### src/rtl/j1_boot_loader_if.sv
// j1_boot_loader_if: UART RX byte stream plus code RAM write port of the j1 boot loader.
interface j1_boot_loader_if #(
    parameter int ADDR_WIDTH = 13
);
    logic [7:0]            rx_data;
    logic                  rx_valid;
    logic                  rx_ready;
    logic [ADDR_WIDTH-1:0] ram_addr;
    logic [15:0]           ram_wdata;
    logic                  ram_we;
    modport master (
        input  rx_data, rx_valid,
        output rx_ready, ram_addr, ram_wdata, ram_we
    );
    modport slave (
        output rx_data, rx_valid,
        input  rx_ready, ram_addr, ram_wdata, ram_we
    );
endinterface

### src/rtl/j1_boot_loader.sv
// j1_boot_loader: loads a framed little-endian word image into code RAM, then releases the core.
// Define J1_BOOT_CSUM_EN to expect a trailing XOR checksum byte and flag mismatches.
module j1_boot_loader #(
    parameter int         ADDR_WIDTH = 13,
    parameter logic [7:0] MAGIC      = 8'hA5,
    parameter int         TIMEOUT    = 100000
) (
    input  logic             clk,
    input  logic             reset,
    j1_boot_loader_if.master bus,
    output logic             cpu_reset,
    output logic             busy,
    output logic             error
);
    localparam int IW = $clog2(TIMEOUT + 1);
    typedef enum logic [3:0] {SYNC, LEN_LO, LEN_HI, DATA_LO, DATA_HI, CSUM, FINISH, RUN, ERROR} state_t;
`ifdef J1_BOOT_CSUM_EN
    localparam state_t DONE = CSUM;
`else
    localparam state_t DONE = FINISH;
`endif
    state_t                state_q, state_d;
    logic [15:0]           rem_q, rem_d, ram_wdata_q, ram_wdata_d;
    logic [7:0]            lo_q, lo_d, csum_q, csum_d;
    logic [ADDR_WIDTH-1:0] idx_q, idx_d, ram_addr_q, ram_addr_d;
    logic [IW-1:0]         idle_q, idle_d;
    logic                  ram_we_q, ram_we_d, rx_ready_q, rx_ready_d;
    logic                  cpu_reset_q, cpu_reset_d, busy_q, busy_d, error_q, error_d;
    logic                  acc, in_frame;
    always_comb begin
        acc         = bus.rx_valid & rx_ready_q;
        in_frame    = state_q inside {LEN_LO, LEN_HI, DATA_LO, DATA_HI, CSUM};
        state_d     = state_q;
        rem_d       = rem_q;
        lo_d        = lo_q;
        csum_d      = csum_q;
        idx_d       = idx_q;
        idle_d      = '0;
        ram_addr_d  = ram_addr_q;
        ram_wdata_d = ram_wdata_q;
        ram_we_d    = 1'b0;
        if (state_q == FINISH) begin
            state_d = RUN;
        end else if (acc) begin
            csum_d = csum_q ^ bus.rx_data;
            case (state_q)
                SYNC: if (bus.rx_data == MAGIC) begin
                    state_d = LEN_LO;
                    idx_d   = '0;
                    csum_d  = '0;
                end
                LEN_LO: begin
                    rem_d   = {8'h00, bus.rx_data};
                    state_d = LEN_HI;
                end
                LEN_HI: begin
                    rem_d   = {bus.rx_data, rem_q[7:0]};
                    state_d = (rem_d == 16'h0) ? DONE : DATA_LO;
                end
                DATA_LO: begin
                    lo_d    = bus.rx_data;
                    state_d = DATA_HI;
                end
                DATA_HI: begin
                    ram_we_d    = 1'b1;
                    ram_addr_d  = idx_q;
                    ram_wdata_d = {bus.rx_data, lo_q};
                    idx_d       = idx_q + 1'b1;
                    rem_d       = rem_q - 1'b1;
                    state_d     = (rem_q == 16'h1) ? DONE : DATA_LO;
                end
                CSUM: state_d = (bus.rx_data == csum_q) ? FINISH : ERROR;
                default: ;
            endcase
        end else if (in_frame) begin
            // Idle cycles abandon the frame; words already written stay in RAM.
            if (idle_q == IW'(TIMEOUT - 1)) begin
                state_d = SYNC;
                idx_d   = '0;
            end else begin
                idle_d = idle_q + 1'b1;
            end
        end
        rx_ready_d  = state_d inside {SYNC, LEN_LO, LEN_HI, DATA_LO, DATA_HI, CSUM};
        cpu_reset_d = state_d != RUN;
        busy_d      = state_d inside {LEN_LO, LEN_HI, DATA_LO, DATA_HI, CSUM, FINISH};
`ifdef J1_BOOT_CSUM_EN
        error_d     = state_d == ERROR;
`else
        error_d     = 1'b0;
`endif
    end
    always_ff @(posedge clk) begin
        if (reset) begin
            state_q     <= SYNC;
            rem_q       <= '0;
            lo_q        <= '0;
            csum_q      <= '0;
            idx_q       <= '0;
            idle_q      <= '0;
            ram_addr_q  <= '0;
            ram_wdata_q <= '0;
            ram_we_q    <= 1'b0;
            rx_ready_q  <= 1'b0;
            cpu_reset_q <= 1'b1;
            busy_q      <= 1'b0;
            error_q     <= 1'b0;
        end else begin
            state_q     <= state_d;
            rem_q       <= rem_d;
            lo_q        <= lo_d;
            csum_q      <= csum_d;
            idx_q       <= idx_d;
            idle_q      <= idle_d;
            ram_addr_q  <= ram_addr_d;
            ram_wdata_q <= ram_wdata_d;
            ram_we_q    <= ram_we_d;
            rx_ready_q  <= rx_ready_d;
            cpu_reset_q <= cpu_reset_d;
            busy_q      <= busy_d;
            error_q     <= error_d;
        end
    end
    assign bus.rx_ready  = rx_ready_q;
    assign bus.ram_addr  = ram_addr_q;
    assign bus.ram_wdata = ram_wdata_q;
    assign bus.ram_we    = ram_we_q;
    assign cpu_reset     = cpu_reset_q;
    assign busy          = busy_q;
    assign error         = error_q;
endmodule

### src/flat_wrapper.sv
// flat-port wrapper written by rule: the top's interface ports become plain ports
module j1_boot_loader_flat 
#(
    parameter int         ADDR_WIDTH = 13,
    parameter logic [7:0] MAGIC      = 8'hA5,
    parameter int         TIMEOUT    = 100000
)
  (clk, reset, cpu_reset, busy, error, bus_rx_data, bus_rx_valid, bus_rx_ready, bus_ram_addr, bus_ram_wdata, bus_ram_we);
  j1_boot_loader_if #(.ADDR_WIDTH(ADDR_WIDTH)) bus_i ();
  input  logic clk;
  input  logic reset;
  output logic cpu_reset;
  output logic busy;
  output logic error;
  input wire logic [$bits(bus_i.rx_data)-1:0] bus_rx_data;
  input wire logic [$bits(bus_i.rx_valid)-1:0] bus_rx_valid;
  output wire logic [$bits(bus_i.rx_ready)-1:0] bus_rx_ready;
  output wire logic [$bits(bus_i.ram_addr)-1:0] bus_ram_addr;
  output wire logic [$bits(bus_i.ram_wdata)-1:0] bus_ram_wdata;
  output wire logic [$bits(bus_i.ram_we)-1:0] bus_ram_we;
  assign bus_i.rx_data = bus_rx_data;
  assign bus_i.rx_valid = bus_rx_valid;
  assign bus_rx_ready = bus_i.rx_ready;
  assign bus_ram_addr = bus_i.ram_addr;
  assign bus_ram_wdata = bus_i.ram_wdata;
  assign bus_ram_we = bus_i.ram_we;
  j1_boot_loader #(.ADDR_WIDTH(ADDR_WIDTH), .MAGIC(MAGIC), .TIMEOUT(TIMEOUT)) u_core (.clk(clk), .reset(reset), .bus(bus_i), .cpu_reset(cpu_reset), .busy(busy), .error(error));
endmodule
### config.mk
export PLATFORM = sky130hd
export DESIGN_NAME = j1_boot_loader_flat
export DESIGN_NICKNAME = d
export VERILOG_FILES = /design/src/rtl/j1_boot_loader_if.sv /design/src/rtl/j1_boot_loader.sv /design/src/flat_wrapper.sv
export SDC_FILE = /design/constraint.sdc
export NUM_CORES = 1
export LEC_CHECK = 0
export ABC_AREA = 1
export CAP_MARGIN = 10
export CORE_ASPECT_RATIO = 0.9
export CORE_UTILIZATION = 40
export CTS_BUF_LIST = sky130_fd_sc_hd__clkbuf_16
export CTS_CLUSTER_DIAMETER = 200
export CTS_CLUSTER_SIZE = 8
export DETAILED_ROUTE_END_ITERATION = 8
export HOLD_SLACK_MARGIN = 0.03
export PLACE_DENSITY = 0.56
export SYNTH_ARGS = -nofsm -noshare
export SYNTH_HDL_FRONTEND = slang
export SYNTH_SLANG_ARGS = --single-unit
### constraint.sdc
create_clock -name clk -period 2 [get_ports clk]
set_input_delay 0.4 -clock clk [delete_from_list [all_inputs] [get_ports clk]]
set_output_delay 0.4 -clock clk [all_outputs]
set_load 0.05 [all_outputs]
==> flow_summary.toml <==
[outcome]
status = "finished clean"

[yosys]
ys_ff_latch = 99
synth-seq-area-share = 0.401
synth_cell_types = 46
synth_cells = 695
avgSynthCellArea_um2 = 7.12
synth-xor-area-share = 0.0195
synth_top_family_by_area = "simple AND/OR/NAND/NOR gates"
syn_area_um2 = 4950
synth-compound-area-share = 0.185
synth_mux_area_frac = 0
ys.flop_type = "dfxtp_1"
synth_adder_area_share = 0.0126
synth_edf_count = 0
yosys_warnings = 0
synth_nets = 711
yosys.area_share.simple = 0.287
synthArstFlopShare = 0

[routing]
via_per_inst = 5.13
wl_per_cell_um = 13.8
dr.pass1.iters = 5
route.detailed.drc = 0
drt_first_iter_violations = 254
wl_um = 12700
vias = 4722
ant_nets = 0

[run]
drv_cap = 0

[clock_tree]
cts_tree = "built"
clock_latency_ps = 350
cts.sinks = 99
clkSlewWorstSetupHoldPaths_ps = 60
cts_hold_buf = 0
h-tree-depth = 3
cts_buffer_depth = 2
numCtsBuffers = 9
cts_root_buffer = "clkbuf_16"

[sta]
grt_setup_unrepaired = "no"
fin_hold_ws_ps = 447
slew_headroom = 0.612
maxSlewViolCount = 0
setup_viol = 0
fin_crit_ps = 1930
fin_crit_sh = 0.963
setup_slack_ps = 74.7
finalHoldViolations = 0
fmax_ghz = 0.519
tightest_slew_ps = 577
skew_ps = 8.30

[worst_setup_path]
crit_fanout = 2
cp.arrival_ps = 1530
slowest_delay_ps = 820
critical_path_required_ps = 1600
cp-start-kind = "register"
cp-end-kind = "output port"
slowest_stage = "clkdlybuf4s50_1"
crit_type = "reg -> out"
cp_top_family = "buffers and inverters"
crit_chain = "clkdlybuf4s50_1"
crit_buf_inv = 1

[floorplan]
start_util = 0.410
rows = 38
fp.coreArea_um2 = 12100
fp.dieW_um = 119
io_pins = 45
die_y_um = 108
die_area_um2 = 12800

[power]
p_sw_frac = 0.216
total_power_w = 0.00400
seqPwrFrac = 0.497
clockPowerShare = 0.450
p_comb_frac = 0.053
p_leak_nw = 2.46
internal_power_w = 0.00314
worst_ir_drop_vdd_mv = 0.463
p_switching_w = 0.000865
p_per_area_nw_per_um2 = 663

[finish]
layout_commonest_cell = "nand2_1"
syn2layout_area_growth_pct = 22.0
multiInputGateArea_um2 = 2510
layout.nets = 773
fillers = 1199
finalNonFillerCells = 920
drive_gt1_frac = 0.114
register_area_um2 = 1980
diodes = 0
final_area_um2 = 6030
final_cell_mix = "128 x nand2_1, 99 x dfxtp_1, 77 x inv_1, 71 x a21oi_1, 69 x nor2_1"

[global_route]
grt_usage = 0.210
grt_max_degree = 37
gr-total-overflow = 0
grt_pass1_wl_um = 21200
grt_pass1_vias = 4488
antenna_found_initial = 0

[placement]
io_buffers = 43
placed_cell_area_um2 = 5740
place_inst = 906
pre_cts_ws_ps = -215
dp_hpwl_um = 9090
gp_congestion = 0.893

[hold_path]
hp-class = "reg -> reg"
sequential cells by signal, summed over array words and instances (netlist names):
name / count
u_core.lo_q: 8
u_core.cpu_reset: 1
u_core.bus.ram_wdata: 16
u_core.idle_q: 17
u_core.state_q: 4
u_core.busy: 1
u_core.bus.ram_we: 1
u_core.csum_q: 8
u_core.bus.ram_addr: 13
u_core.rem_q: 16
u_core.bus.rx_ready: 1
u_core.idx_q: 13
path summary, 6_finish.rpt:
kind	start	endpoint	slack, ps	cells past startpoint
max reg2reg	u_core.rem_q[0]$_SDFFE_PP0P_	u_core.rem_q[12]$_SDFFE_PP0P_	230	11
min	u_core.idle_q[0]$_SDFF_PP0_	u_core.idle_q[0]$_SDFF_PP0_	450	1
max	u_core.bus.rx_ready$_SDFF_PP0_	bus_rx_ready	70	1
min reg2reg	u_core.idle_q[0]$_SDFF_PP0_	u_core.idle_q[0]$_SDFF_PP0_	450	1
cell usage after synthesis (3+ instances only):
cell | n | area share
nand3_1 | 41 | 0.041
dfxtp_1 | 99 | 0.40
nor2_1 | 71 | 0.054
o22ai_1 | 4 | 0.0051
a31oi_1 | 8 | 0.010
o21ai_0 | 58 | 0.059
clkbuf_1 | 9 | 0.0068
xor2_1 | 9 | 0.016
a21oi_1 | 71 | 0.072
nor2_4 | 3 | 0.0068
nand2_1 | 128 | 0.097
inv_1 | 76 | 0.058
nor3_2 | 4 | 0.0081
nand2_2 | 5 | 0.0063
buf_4 | 3 | 0.0046
nand4_1 | 16 | 0.020
nor2_2 | 4 | 0.0051
a211oi_1 | 11 | 0.017
ha_1 | 5 | 0.013
nor3_1 | 13 | 0.013
buf_2 | 9 | 0.0091
nor4_1 | 3 | 0.0038
inv_2 | 10 | 0.0076
power groups by stage:
stage,combinational (W),sequential (W),clock [W]
after floorplan,0.000108,0.00204,0
after global placement,0.000209,0.00203,0
after CTS,0.000212,0.00199,0.00186
after global routing,0.000234,0.00199,0.00193
final,0.000210,0.00199,0.00180
after detailed placement,0.000211,0.00203,0
routing by layer:
layer,GRT usage,part of all wire,up-vias
li1,-,-,2415
met1,0.262,0.48,2184
met2,0.352,0.46,110
met3,0.0572,0.050,13
met4,0.0660,0.011,0
met5,0,0,-
cell type report:
cell class                      count  area share
Multi-Input combinational cell    483       0.416
Sequential cell                    99       0.328
Timing Repair Buffer               75       0.117
Inverter                           89      0.0558
Clock buffer                        9      0.0373
Tap cell                          160      0.0332
Clock inverter                      5      0.0118
cells by family after synthesis:
group                    count (synthesis)
AO/OA/AOI/OAI                          165
XOR/XNOR                                11
adder cells (fa/ha/maj)                  5
buffers and inverters                  113
flip-flops                              99
other                                    1
AND/OR/NAND/NOR                        301
timing repair:
action                                  CTS  global route
buffers inserted                          0             0
endpoints found under the setup margin    0             1
resized for setup                         0             1
through the flow:
step,util,TNS (ps)
after CTS,0.499,0
after global placement,0.475,-3000
after global routing,0.500,0
after detailed placement,0.475,-3330
after floorplan,-,0
final,0.500,0
Note: power is estimated with default switching activity, not from simulation.
